### src/rtl/regf_pkg.sv
// Shared register-file constants and the write-arbiter state encoding.
// Imported by rr_pick and regf_wr_arbiter.
package regf_pkg;

  localparam int REGF_DATA_W   = 8;
  localparam int REGF_ADDR_W   = 3;
  localparam int REGF_NUM_REGS = 1 << REGF_ADDR_W;

  typedef enum logic {
    IDLE   = 1'b0,
    LOCKED = 1'b1
  } arb_state_e;

  // Round-robin successor of a requester index in an n-wide ring.
  function automatic logic [1:0] wrap_inc(input logic [1:0] idx, input int n);
    return (int'(idx) == n - 1) ? 2'd0 : idx + 2'd1;
  endfunction

endpackage

### src/rtl/rr_pick.sv
// Combinational round-robin picker: first set request at or after ptr_i,
// wrapping N-1 -> 0; returns one-hot grant, its index and a found flag.
module rr_pick
  import regf_pkg::*;
#(
  parameter int N = 3
) (
  input  logic [N-1:0] req_i,
  input  logic [1:0]   ptr_i,
  output logic [N-1:0] gnt_o,
  output logic [1:0]   idx_o,
  output logic         valid_o
);

  int cand;

  always_comb begin
    gnt_o   = '0;
    idx_o   = '0;
    valid_o = 1'b0;
    cand    = 0;
    for (int i = 0; i < N; i++) begin
      cand = int'(ptr_i) + i;
      if (cand >= N) cand = cand - N;
      if (!valid_o && req_i[cand]) begin
        valid_o = 1'b1;
        idx_o   = 2'(cand);
        gnt_o   = N'(1) << cand;
      end
    end
  end

endmodule

### src/rtl/regf_wr_arbiter.sv
// Round-robin arbiter sharing the reg_file write port, with multi-beat lock
// and a registered write stage. Define REGF_ARB_PRIO_EN for requester-0 priority.
module regf_wr_arbiter
  import regf_pkg::*;
#(
  parameter int NUM_REQ  = 3,
  parameter int DATA_W   = REGF_DATA_W,
  parameter int ADDR_W   = REGF_ADDR_W,
  parameter int LOCK_MAX = 4
) (
  input  logic                      clk,
  input  logic                      reset_,
  input  logic [NUM_REQ-1:0]        req_valid,
  input  logic [NUM_REQ-1:0]        req_lock,
  input  logic [NUM_REQ*ADDR_W-1:0] req_sel,
  input  logic [NUM_REQ*DATA_W-1:0] req_data,
  output logic [NUM_REQ-1:0]        req_ready,
  output logic                      wr_en,
  output logic [ADDR_W-1:0]         wr_sel,
  output logic [DATA_W-1:0]         wr_data,
  output logic [1:0]                grant_id,
  output logic                      locked
);

  localparam int CNT_W = $clog2(LOCK_MAX + 1);

  arb_state_e         state_q, state_d;
  logic [1:0]         rr_ptr_q, rr_ptr_d;
  logic [1:0]         owner_q, owner_d;
  logic [CNT_W-1:0]   lock_cnt_q, lock_cnt_d;
  logic               wr_en_q;
  logic [ADDR_W-1:0]  wr_sel_q;
  logic [DATA_W-1:0]  wr_data_q;
  logic [1:0]         grant_id_q;

  logic [NUM_REQ-1:0] pick_gnt;
  logic [1:0]         pick_idx;
  logic               pick_any;
  logic               prio_hit;
  logic [NUM_REQ-1:0] ready_c;
  logic [1:0]         win_idx;
  logic               accept;

  rr_pick #(.N(NUM_REQ)) u_pick (
    .req_i   (req_valid),
    .ptr_i   (rr_ptr_q),
    .gnt_o   (pick_gnt),
    .idx_o   (pick_idx),
    .valid_o (pick_any)
  );

`ifdef REGF_ARB_PRIO_EN
  assign prio_hit = req_valid[0];
`else
  assign prio_hit = 1'b0;
`endif

  always_comb begin
    state_d    = state_q;
    rr_ptr_d   = rr_ptr_q;
    owner_d    = owner_q;
    lock_cnt_d = lock_cnt_q;
    ready_c    = '0;
    win_idx    = '0;
    accept     = 1'b0;
    case (state_q)
      IDLE: begin
        // Requester 0 priority win leaves the rotation pointer untouched.
        if (prio_hit) begin
          ready_c = NUM_REQ'(1);
          win_idx = 2'd0;
          accept  = 1'b1;
        end else if (pick_any) begin
          ready_c  = pick_gnt;
          win_idx  = pick_idx;
          accept   = 1'b1;
          rr_ptr_d = wrap_inc(pick_idx, NUM_REQ);
        end
        if (accept && req_lock[win_idx]) begin
          state_d    = LOCKED;
          owner_d    = win_idx;
          lock_cnt_d = CNT_W'(1);
        end
      end
      LOCKED: begin
        if (lock_cnt_q != CNT_W'(LOCK_MAX)) lock_cnt_d = lock_cnt_q + CNT_W'(1);
        if (req_valid[owner_q]) begin
          ready_c[owner_q] = 1'b1;
          win_idx          = owner_q;
          accept           = 1'b1;
          if (!req_lock[owner_q]) state_d = IDLE;
        end
        // Timeout release still lets a same-cycle owner beat be written.
        if (lock_cnt_q == CNT_W'(LOCK_MAX)) state_d = IDLE;
        if (state_d == IDLE) lock_cnt_d = '0;
      end
      default: state_d = IDLE;
    endcase
  end

  always_ff @(posedge clk) begin
    if (!reset_) begin
      state_q    <= IDLE;
      rr_ptr_q   <= '0;
      owner_q    <= '0;
      lock_cnt_q <= '0;
      wr_en_q    <= 1'b0;
      wr_sel_q   <= '0;
      wr_data_q  <= '0;
      grant_id_q <= '0;
    end else begin
      state_q    <= state_d;
      rr_ptr_q   <= rr_ptr_d;
      owner_q    <= owner_d;
      lock_cnt_q <= lock_cnt_d;
      wr_en_q    <= accept;
      if (accept) begin
        wr_sel_q   <= req_sel[win_idx*ADDR_W +: ADDR_W];
        wr_data_q  <= req_data[win_idx*DATA_W +: DATA_W];
        grant_id_q <= win_idx;
      end
    end
  end

  assign req_ready = reset_ ? ready_c : '0;
  assign wr_en     = wr_en_q;
  assign wr_sel    = wr_sel_q;
  assign wr_data   = wr_data_q;
  assign grant_id  = grant_id_q;
  assign locked    = (state_q == LOCKED);

endmodule

### config.mk
export PLATFORM = sky130hd
export DESIGN_NAME = regf_wr_arbiter
export DESIGN_NICKNAME = d
export VERILOG_FILES = /design/src/rtl/regf_pkg.sv /design/src/rtl/rr_pick.sv /design/src/rtl/regf_wr_arbiter.sv
export SDC_FILE = /design/constraint.sdc
export NUM_CORES = 1
export LEC_CHECK = 0
export ABC_AREA = 1
export BUFFER_PORTS_ARGS = -buffer_cell sky130_fd_sc_hd__buf_4
export CAP_MARGIN = 5
export CELL_PAD_IN_SITES_DETAIL_PLACEMENT = 2
export CELL_PAD_IN_SITES_GLOBAL_PLACEMENT = 2
export CORE_ASPECT_RATIO = 0.6
export CORE_UTILIZATION = 27
export DETAILED_ROUTE_END_ITERATION = 8
export PLACE_DENSITY_LB_ADDON = 0.1
export SLEW_MARGIN = 20
export SYNTH_ARGS = -nofsm -noshare
export SYNTH_HDL_FRONTEND = slang
export SYNTH_SLANG_ARGS = --single-unit
### constraint.sdc
create_clock -name clk -period 5.4 [get_ports clk]
set_clock_uncertainty 0.05 [all_clocks]
set_input_delay 0.54 -clock clk [delete_from_list [all_inputs] [get_ports clk]]
set_output_delay 0.54 -clock clk [all_outputs]
set_load 0.01 [all_outputs]
==> impl_metrics.ini <==
[clock_network]
numClockSinks = 22
clock_path_buffers = 2
cts_htree_levels = 1
clkSlewWorstSetupHoldPaths_ps = 80
ctsHoldBuffers = 0
cts_tree = built
post-cts-setup-buffers = 0
numCtsBuffers = 3
clk_latency_ps = 270
root_buffer = clkbuf_8
postcts_resize_cnt = 0

[setup_path]
crit_path_max_fanout = 7
worstSetupPathDepth = 13
worst-path-buf-inv = 4
start_kind = register
regToRegEndpoint = wr_data[1]$_SDFFE_PN0P_
endpoint = req_ready[2]
worst_path_dominant_cell_family = simple AND/OR/NAND/NOR gates
critical_path.slowest_cell = dfxtp_1
type_of_element_capturing_the_critical_path = output pin
crit_arrival_ps = 2510
slowest_delay_ps = 390
setup.worst_path.class = register to output pin
critical_path.cell_chain = inv_1, ha_1, inv_2, nand2_1, nand3_1, nand2_2, nand3_4, nor2_4, nor2_4, inv_2, o21ai_4, nor2_1, buf_4
r2r_start = rr_ptr_q[0]$_SDFFE_PN0P_
cp.required_ps = 4810
worst-r2r-setup-slack_ps = 2670
crit_path_start = rr_ptr_q[0]$_SDFFE_PN0P_
rr_worst_depth = 15

[layout]
syn2layout_area_growth_pct = 34.2
antennaDiodeCount = 0
area_of_combinational_cells_with_multiple_inputs_um2 = 997
drive_gt1_share_pct = 32.2
number_of_fill_cells_in_the_layout = 717
post_layout_net_count = 346
sequential_cell_area_um2 = 440

[floorplan]
floorplan.die.height_um = 61.9
ports = 59
area_of_the_core_mm2 = 0.00568
num_rows = 21
die_x_um = 102
die_area_mm2 = 0.00631
initial_core_utilization_pct = 28.5

[place]
place.gp.congestion = 0.790
numPortBuffers = 58
dpl.hpwl_um = 4720

[route]
drt_iter0_drc = 56
route.detailed.wl_per_inst_um = 15.1
drc = 0
drt_antenna_net_count = 0
post_drt_via_cell_ratio = 4.67
vias = 1764
detailedRoute.firstPassIterationCount = 4
finalWirelength_um = 5700

[job]
maxCapViolCount = 0

[synthesis]
yosysWarnings = 0
syn_nets = 289
synth.avg_cell_area_um2 = 6.67
synthCells = 242
yosys_register_bits = 22
synth_seq_area_share_pct = 27.3
yosysUniqueCellTypes = 29
synth.area.top_cells = dfxtp_1 (27%), nand2_1 (18%), nand3_1 (6.8%)
synthesis.area_mm2 = 0.00162
synth_top_cell_area_share_pct = 27.3
synthDominantAreaCellType = dfxtp_1

[min_path]
hold_path.class = register to register

[sta]
period_needed_ps = 3100
setup_viol = 0
grt_setup_unrepaired = no
final.period_utilization_pct = 57.4
drv_slew = 0
tns_ps = 0
clock.fmax_mhz = 323
slew-limit-headroom_pct = 66.3
worstMarginPinSlew_ps = 505
finalHoldViolations = 0

[pwr]
power_share_of_the_clock_group_pct = 8.1
power.density_cell_area_mw_per_mm2 = 689
static_leakage_nw = 1.07
internal_power_mw = 0.663
p_sw_mw = 0.829
power.share.combinational_pct = 72.9
post-layout-total-power_mw = 1.49
share_seq_of_total_power_pct = 18.9
power.switching_fraction_pct = 55.6
vdd_ir_drop_max_v = 0.000206

[global_routing]
gr_layer_usage_met1_pct = 28.9
grt_busiest_layer = met1
grt.total_usage_pct = 19.2
grt_util_met2_pct = 27.2
globalRouteOverflowTotal = 0
pin_count_of_the_biggest_net_entering_global_routing = 18
global_route.usage.met3_pct = 4.36
grt_pass1_wl_um = 8830
first_global_vias = 1703
initial_antenna_violation_count = 0

[run_status]
run_status = completed
sequential cells by signal, summed over array words and instances (netlist names):
name,flops
wr_sel,3
locked,1
rr_ptr_q,2
wr_data,8
grant_id,2
lock_cnt_q,3
owner_q,2
wr_en,1
cell type report:
cell class                      instances  share of cell area [%]
Timing Repair Buffer                   58                    20.1
Sequential cell                        22                    20.3
Tap cell                               80                    4.62
Inverter                               37                    6.41
Multi-Input combinational cell        177                    46.0
Clock buffer                            4                    2.54
cells in the mapped netlist:
| master | n |
|---|---|
| o21ai_4 | 2 |
| nand2_2 | 4 |
| buf_2 | 1 |
| a21oi_1 | 10 |
| nand2_1 | 76 |
| a21oi_2 | 5 |
| inv_1 | 29 |
| o221ai_1 | 1 |
| nor2_4 | 2 |
| nor2_1 | 9 |
| dfxtp_1 | 22 |
| o21ai_0 | 11 |
| nor2_2 | 1 |
| nand4_1 | 2 |
| inv_2 | 8 |
| o211ai_2 | 5 |
| nand3_4 | 1 |
| nand2_4 | 1 |
| o22ai_4 | 1 |
| clkbuf_1 | 3 |
| or2_0 | 1 |
| buf_6 | 2 |
| xor2_1 | 1 |
| o211ai_1 | 3 |
| ha_1 | 6 |
| nand3_1 | 22 |
| o21ai_1 | 8 |
| nand3_2 | 4 |
| a211oi_1 | 1 |
stage by stage:
stage	hold WS, ps	area (um^2)	utilization [%]	worst slack [ps]	cells
finish	427	2170	38.2	2300	378
global route	455	2170	38.2	2100	378
CTS	434	2170	38.2	2290	378
detailed placement	422	2110	37.2	2600	374
global placement	412	2110	37.2	2690	374
floorplan	423	1620	-	3000	242
tightest hold or removal path: stages (launching register included):
cell and delay [ps]:
dfxtp_1 320, nand2_1 60, a21oi_1 50
routing by layer:
| metal | share of wire, % | routed length (um) |
|---|---|---|
| met5 | 0 | 0 |
| met4 | 0.86 | 49 |
| met3 | 5.2 | 295 |
| met2 | 40 | 2280 |
| met1 | 54 | 3070 |
layout by cell type (no fill, tap or decap):
cell,count
nand3_4,1
o21ai_0,11
nand4_1,2
a21oi_2,5
nand3_1,22
nor2_1,9
nor2_2,1
or2_0,1
nand2_4,1
clkbuf_8,4
inv_1,29
o21ai_4,2
nand3_2,4
o22ai_4,1
ha_1,6
a21oi_1,10
o211ai_1,3
xor2_1,1
o211ai_2,5
a211oi_1,1
nand2_1,76
dfxtp_1,22
nand2_2,4
buf_4,58
o21ai_1,8
o221ai_1,1
inv_2,8
nor2_4,2
power groups by stage:
stage | combinational, mW | clock (mW) | sequential, mW
2_1_floorplan | 0.777 | 0 | 0.287
3_3_place_gp | 1.06 | 0 | 0.283
3_5_place_dp | 1.09 | 0 | 0.286
4_1_cts | 1.10 | 0.127 | 0.283
5_1_grt | 1.22 | 0.135 | 0.291
6_report | 1.09 | 0.121 | 0.283
how the worst min path moves through the flow:
stage | from | depth (start not counted) | slack, ps | to
after floorplan | lock_cnt_q[1]$_SDFFE_PN0P_ | 2 | 420 | lock_cnt_q[1]$_SDFFE_PN0P_
after CTS | grant_id[1]$_SDFFE_PN0P_ | 2 | 430 | grant_id[1]$_SDFFE_PN0P_
after global routing | grant_id[1]$_SDFFE_PN0P_ | 2 | 460 | grant_id[1]$_SDFFE_PN0P_
after detailed placement | grant_id[1]$_SDFFE_PN0P_ | 2 | 420 | grant_id[1]$_SDFFE_PN0P_
after global placement | grant_id[1]$_SDFFE_PN0P_ | 2 | 410 | grant_id[1]$_SDFFE_PN0P_
final | grant_id[1]$_SDFFE_PN0P_ | 2 | 430 | grant_id[1]$_SDFFE_PN0P_
cells by family after synthesis:
family	Yosys count	synth area share, %
AOI/OAI and AO/OA	47	21.2
xor gates and xnor gates	1	0.542
adders and majority gates	6	4.65
buffers and inverters	43	11.0
DFF	22	27.3
and+or+nand+nor	123	35.3
(Power assumes the default switching activity.)
